[src/rtl/instruction_fetch_if.sv]
// Fetch-side bus bundle: ROM port, downstream handshake, redirect/halt controls and status.
interface instruction_fetch_if #(
   parameter int unsigned ADDR_WIDTH  = 8,
   parameter int unsigned INSTR_WIDTH = 32,
   parameter int unsigned CNT_WIDTH   = 16
);
   logic [ADDR_WIDTH-1:0]  imem_address;
   logic [INSTR_WIDTH-1:0] imem_instruction;
   logic [INSTR_WIDTH-1:0] instr_out;
   logic [ADDR_WIDTH-1:0]  instr_pc;
   logic                   instr_valid;
   logic                   instr_ready;
   logic                   jump_valid;
   logic [ADDR_WIDTH-1:0]  jump_target;
   logic                   halt;
   logic                   halted;
   logic [CNT_WIDTH-1:0]   retired_count;

   // Fetch unit side
   modport master (
      output imem_address, instr_out, instr_pc, instr_valid, halted, retired_count,
      input  imem_instruction, instr_ready, jump_valid, jump_target, halt
   );

   // ROM / decode / control side
   modport slave (
      input  imem_address, instr_out, instr_pc, instr_valid, halted, retired_count,
      output imem_instruction, instr_ready, jump_valid, jump_target, halt
   );
endinterface

[src/rtl/instruction_fetch.sv]
// Instruction fetch: owns the PC, reads a zero-latency ROM and presents one registered word
// downstream over a valid/ready handshake. Supports jump redirect with flush and sticky halt.
module instruction_fetch #(
   parameter int unsigned ADDR_WIDTH  = 8,
   parameter int unsigned INSTR_WIDTH = 32,
   parameter int unsigned PC_STEP     = 4,
   parameter int unsigned RESET_PC    = 0,
   parameter int unsigned CNT_WIDTH   = 16
) (
   input logic                 clock,
   input logic                 reset_n,
   instruction_fetch_if.master bus
);

   typedef enum logic [1:0] {StIdle, StRun, StHalt} state_t;

   state_t                 state_q, state_d;
   logic [ADDR_WIDTH-1:0]  pc_q, pc_d;
   logic [INSTR_WIDTH-1:0] instr_q, instr_d;
   logic [ADDR_WIDTH-1:0]  ipc_q, ipc_d;
   logic                   valid_q, valid_d;
   logic [CNT_WIDTH-1:0]   cnt_q, cnt_d;
   logic                   adv;
   logic                   retire;

   assign adv    = !valid_q || bus.instr_ready;
   assign retire = valid_q && bus.instr_ready;

   // State, PC and output-slot registers
   always_ff @(posedge clock or negedge reset_n) begin
      if (!reset_n) begin
         state_q <= StIdle;
         pc_q    <= ADDR_WIDTH'(RESET_PC);
         instr_q <= '0;
         ipc_q   <= '0;
         valid_q <= 1'b0;
         cnt_q   <= '0;
      end else begin
         state_q <= state_d;
         pc_q    <= pc_d;
         instr_q <= instr_d;
         ipc_q   <= ipc_d;
         valid_q <= valid_d;
         cnt_q   <= cnt_d;
      end
   end

   // Next-state: fetch/stall, jump redirect with flush, halt drain
   always_comb begin
      state_d = state_q;
      pc_d    = pc_q;
      instr_d = instr_q;
      ipc_d   = ipc_q;
      valid_d = valid_q;
      unique case (state_q)
         StIdle: begin
            state_d = StRun;
         end
         StRun: begin
            if (bus.halt) begin
               // Halt wins over jump; keep presenting the pending word until it is taken.
               state_d = StHalt;
               valid_d = valid_q && !bus.instr_ready;
            end else if (bus.jump_valid) begin
               pc_d    = {bus.jump_target[ADDR_WIDTH-1:2], 2'b00};
               valid_d = 1'b0;
            end else if (adv) begin
               instr_d = bus.imem_instruction;
               ipc_d   = pc_q;
               valid_d = 1'b1;
               pc_d    = pc_q + ADDR_WIDTH'(PC_STEP);
            end
         end
         StHalt: begin
            valid_d = valid_q && !bus.instr_ready;
         end
         default: begin
            state_d = StIdle;
         end
      endcase
   end

   // Retired counter: counts every handshake in any state, saturating at all-ones
   always_comb begin
      cnt_d = cnt_q;
      if (retire && (cnt_q != {CNT_WIDTH{1'b1}})) begin
         cnt_d = cnt_q + 1'b1;
      end
   end

   assign bus.imem_address  = pc_q;
   assign bus.instr_out     = instr_q;
   assign bus.instr_pc      = ipc_q;
   assign bus.instr_valid   = valid_q;
   assign bus.halted        = (state_q == StHalt);
   assign bus.retired_count = cnt_q;

endmodule

[src/flat_wrapper.sv]
// flat-port wrapper written by rule: the top's interface ports become plain ports
module instruction_fetch_flat 
#(
   parameter int unsigned ADDR_WIDTH  = 8,
   parameter int unsigned INSTR_WIDTH = 32,
   parameter int unsigned PC_STEP     = 4,
   parameter int unsigned RESET_PC    = 0,
   parameter int unsigned CNT_WIDTH   = 16
)
  (clock, reset_n, bus_imem_address, bus_instr_out, bus_instr_pc, bus_instr_valid, bus_halted, bus_retired_count, bus_imem_instruction, bus_instr_ready, bus_jump_valid, bus_jump_target, bus_halt);
  instruction_fetch_if #(.ADDR_WIDTH(ADDR_WIDTH), .INSTR_WIDTH(INSTR_WIDTH), .CNT_WIDTH(CNT_WIDTH)) bus_i ();
  input logic clock;
  input logic reset_n;
  output wire logic [$bits(bus_i.imem_address)-1:0] bus_imem_address;
  output wire logic [$bits(bus_i.instr_out)-1:0] bus_instr_out;
  output wire logic [$bits(bus_i.instr_pc)-1:0] bus_instr_pc;
  output wire logic [$bits(bus_i.instr_valid)-1:0] bus_instr_valid;
  output wire logic [$bits(bus_i.halted)-1:0] bus_halted;
  output wire logic [$bits(bus_i.retired_count)-1:0] bus_retired_count;
  input wire logic [$bits(bus_i.imem_instruction)-1:0] bus_imem_instruction;
  input wire logic [$bits(bus_i.instr_ready)-1:0] bus_instr_ready;
  input wire logic [$bits(bus_i.jump_valid)-1:0] bus_jump_valid;
  input wire logic [$bits(bus_i.jump_target)-1:0] bus_jump_target;
  input wire logic [$bits(bus_i.halt)-1:0] bus_halt;
  assign bus_imem_address = bus_i.imem_address;
  assign bus_instr_out = bus_i.instr_out;
  assign bus_instr_pc = bus_i.instr_pc;
  assign bus_instr_valid = bus_i.instr_valid;
  assign bus_halted = bus_i.halted;
  assign bus_retired_count = bus_i.retired_count;
  assign bus_i.imem_instruction = bus_imem_instruction;
  assign bus_i.instr_ready = bus_instr_ready;
  assign bus_i.jump_valid = bus_jump_valid;
  assign bus_i.jump_target = bus_jump_target;
  assign bus_i.halt = bus_halt;
  instruction_fetch #(.ADDR_WIDTH(ADDR_WIDTH), .INSTR_WIDTH(INSTR_WIDTH), .PC_STEP(PC_STEP), .RESET_PC(RESET_PC), .CNT_WIDTH(CNT_WIDTH)) u_core (.clock(clock), .reset_n(reset_n), .bus(bus_i));
endmodule
[config.mk]
export PLATFORM = sky130hd
export DESIGN_NAME = instruction_fetch_flat
export DESIGN_NICKNAME = d
export VERILOG_FILES = /design/src/rtl/instruction_fetch_if.sv /design/src/rtl/instruction_fetch.sv /design/src/flat_wrapper.sv
export SDC_FILE = /design/constraint.sdc
export NUM_CORES = 1
export LEC_CHECK = 0
export CORE_MARGIN = 3
export CORE_UTILIZATION = 45
export CTS_BUF_LIST = sky130_fd_sc_hd__clkbuf_8
export CTS_CLUSTER_SIZE = 8
export DETAILED_ROUTE_END_ITERATION = 12
export PLACE_DENSITY = 0.91
export SKIP_LAST_GASP = 1
export SLEW_MARGIN = 40
export SYNTH_ARGS = -nofsm -noshare
export SYNTH_HDL_FRONTEND = slang
export SYNTH_SLANG_ARGS = --single-unit
[constraint.sdc]
create_clock -name clock -period 3 [get_ports clock]
set_clock_uncertainty 0.15 [all_clocks]
set_input_delay 0.6 -clock clock [delete_from_list [all_inputs] [get_ports clock]]
set_output_delay 0.6 -clock clock [all_outputs]
set_load 0.02 [all_outputs]
==> impl_results.md <==
- Clock Latency Late Sink: 0.33 ns
- Overall Power: 3.96 mW
- HP Class: in -> async
- Post-route DRC violation count: 0
- Fin crit period: 2.41 ns
- Maximum clock rate: 0.416 GHz
- Clock transition at the registers of the reported paths: 0.07 ns
- Crit Path Max Fanout: 3
- Worst slew margin: 0.585
- Area Overhead vs Synth: 47.7%
- Core box area: 5960 um2
- WS Path Type: reg -> out
- IO buf count: 104
- Hold Vio Cnt, Final: 0
- Synth warn: 0
- Sequential area share after synthesis: 0.565
- Initial Utilization: 0.469
- Routed Antenna Nets: 0
- #FFs+latches synth: 63
- Iter 0 DRT Violations: 51
- Die area: 7180 um2
- Final HPWL DP: 4700 um
- Status: finished, final reports clean
- Share of layout cells above drive strength 1: 0.198
- DRT Pass-1 Iters: 5
- Chip Height: 84.8 um
- Syn avg cell area: 12.8 um2
- Hold Worst Slack: 0.124 ns
- Final period utilization: 0.802
- Max stage delay on crit path: 0.62 ns
- CP startpoint kind: register
- Inserted Diodes: 0
- Post-CTS sizing: 0
- DR vias: 2116
- Max_cap viols: 0
- Routed WL: 6400 um
- P per Cell Area: 961 nW/um2
- # IOs: 111
- Routed WL per cell: 15.7 um
- Chip Width: 84.8 um
- First-pass GRT wire length: 10800 um
- Worst path required time: 2.25 ns
- All-Layer GR Usage: 0.189
- Fin worst setup slack: 0.594 ns
- Final net count: 381
- P_leak: 1.80 nW
- Slowest-stage cell, CP: clkdlybuf4s50_1
- Mapped Area: 2790 um2
- RSZ-0062 raised after global routing: no
- Num rows: 28
- Vias per Instance: 5.17
- Largest net degree at the start of global routing: 39
- IR drop worst, VDD: 632 uV
- CTS tree: built
- Setup bufs post-CTS: 0
- CTS root buf: clkbuf_8
- Slew Limit Fails: 0
- Clock Tree Buf Depth: 2
- Netlist cell types: 37
- Worst setup EP type: output pin
- Commonest non-fill, non-tap cells in the layout: 103 x clkdlybuf4s50_1, 63 x dfrtp_1, 40 x mux2_2
- GRT overflow: 0
- Place WS: 0.535 ns
- CP cell instances: inv_1 -> ha_1 -> clkdlybuf4s50_1
- Setup TNS: 0 ns
- Vias in the first global route: 2260
- Initial antenna violation count: 0
- Worst-margin pin slew: 0.623 ns
- Commonest non-fill, non-tap cell in the layout: clkdlybuf4s50_1
- Mapped Cells: 218
- Cts bufs inserted: 9
- Final setup fails: 0
- Hold_buf cts: 0
- CP top delay family: buffers and inverters
- H-tree depth: 3
- Crit path buf inv count: 2
- Gpl congestion: 0.811
- Clk sinks: 63
- CP arrival: 1.66 ns
## registers in the layout, summed over array words and instances, names as in the netlist
signal	flops
u_core.bus.imem_address	6
u_core.bus.instr_out	32
u_core.bus.instr_pc	6
u_core.bus.instr_valid	1
u_core.bus.retired_count	16
u_core.state_q	2
## cell usage after synthesis
| cell type | number | area [um2] |
|---|---|---|
| nor4_4 | 1 | 21.3 |
| buf_2 | 2 | 10.0 |
| xnor2_1 | 2 | 17.5 |
| o21ai_0 | 10 | 50.1 |
| nor3b_1 | 2 | 15.0 |
| o2bb2ai_1 | 1 | 8.76 |
| ha_1 | 7 | 87.6 |
| nor2_1 | 7 | 26.3 |
| nand2b_1 | 1 | 6.26 |
| nand3_2 | 1 | 10.0 |
| or2_2 | 2 | 12.5 |
| clkbuf_1 | 2 | 7.51 |
| or3_1 | 3 | 18.8 |
| mux2i_1 | 1 | 10.0 |
| o21a_1 | 3 | 22.5 |
| a22oi_1 | 1 | 7.51 |
| nor3_2 | 2 | 20.0 |
| nor4_1 | 3 | 18.8 |
| o21ai_1 | 1 | 5.00 |
| xor2_1 | 11 | 96.3 |
| nor2b_1 | 1 | 6.26 |
| conb_1 | 1 | 3.75 |
| a31oi_1 | 1 | 6.26 |
| nor3_1 | 5 | 25.0 |
| o22ai_1 | 1 | 6.26 |
| dfrtp_1 | 63 | 1580 |
| inv_1 | 5 | 18.8 |
| mux2_2 | 40 | 450 |
| nand3_1 | 8 | 40.0 |
| or4_4 | 1 | 11.3 |
| and3_1 | 3 | 18.8 |
| buf_4 | 7 | 52.6 |
| a21oi_1 | 3 | 15.0 |
| a32o_1 | 1 | 10.0 |
| nand4_1 | 6 | 37.5 |
| o221a_2 | 1 | 11.3 |
| nand2_1 | 8 | 30.0 |
## kinds of logic (layout without fill, tap and decap cells)
| logic type | count (synthesis) | after routing | synth area share |
|---|---|---|---|
| and+or+nand+nor | 54 | 54 | 0.114 |
| muxes | 41 | 41 | 0.165 |
| adders and majority gates | 7 | 7 | 0.0314 |
| other | 1 | 4 | 0.00134 |
| xor gates and xnor gates | 13 | 13 | 0.0408 |
| buffers and inverters | 16 | 129 | 0.0318 |
| AOI/OAI and AO/OA | 23 | 23 | 0.0511 |
| DFF | 63 | 63 | 0.565 |
## layer usage
metal	up-vias	GRT usage	wire, um
li1	990	-	-
met1	1036	0.248	2900
met2	79	0.307	3000
met3	11	0.0432	392
met4	0	0.0691	105
met5	-	0	0
## where the power goes
| group | switching (mW) | leakage [nW] | internal [mW] |
|---|---|---|---|
| clock | 0.316 | 0.117 | 0.456 |
| sequential | 0.251 | 0.784 | 1.19 |
| combinational | 0.816 | 0.897 | 0.932 |
| total | 1.38 | 1.80 | 2.58 |
## worst paths after layout
kind,start,to,slack [ns],cells past startpoint
setup / recovery,u_core.state_q[0]$_DFFE_PN0P_,bus_halted,0.59,3
hold / removal,reset_n,u_core.bus.retired_count[13]$_DFFE_PN0P_,0.12,1
setup reg to reg,u_core.bus.retired_count[0]$_DFFE_PN0P_,u_core.bus.retired_count[9]$_DFFE_PN0P_,0.90,6
hold reg to reg,u_core.bus.retired_count[15]$_DFFE_PN0P_,u_core.bus.retired_count[15]$_DFFE_PN0P_,0.36,1
max in group asynchronous,reset_n,u_core.bus.instr_out[18]$_DFFE_PN0P_,1.95,2
min in group clock,u_core.bus.retired_count[15]$_DFFE_PN0P_,u_core.bus.retired_count[15]$_DFFE_PN0P_,0.36,1
## through the flow
step	std cells	cell area [um2]	utilization
floorplan	221	2800	-
global placement	393	3920	0.658
detailed placement	393	3920	0.658
CTS	409	4120	0.692
global route	409	4120	0.692
finish	409	4120	0.692
## cell type report
| type | count | area (um2) |
|---|---|---|
| Inverter | 5 | 18.8 |
| Multi-Input combinational cell | 142 | 1140 |
| Timing Repair Buffer | 108 | 1090 |
| Fill cell | 445 | 1830 |
| Sequential cell | 63 | 1580 |
| Clock inverter | 7 | 81.3 |
| Tap cell | 75 | 93.8 |
| Clock buffer | 9 | 124 |
Note: power is estimated with default switching activity, not from simulation.
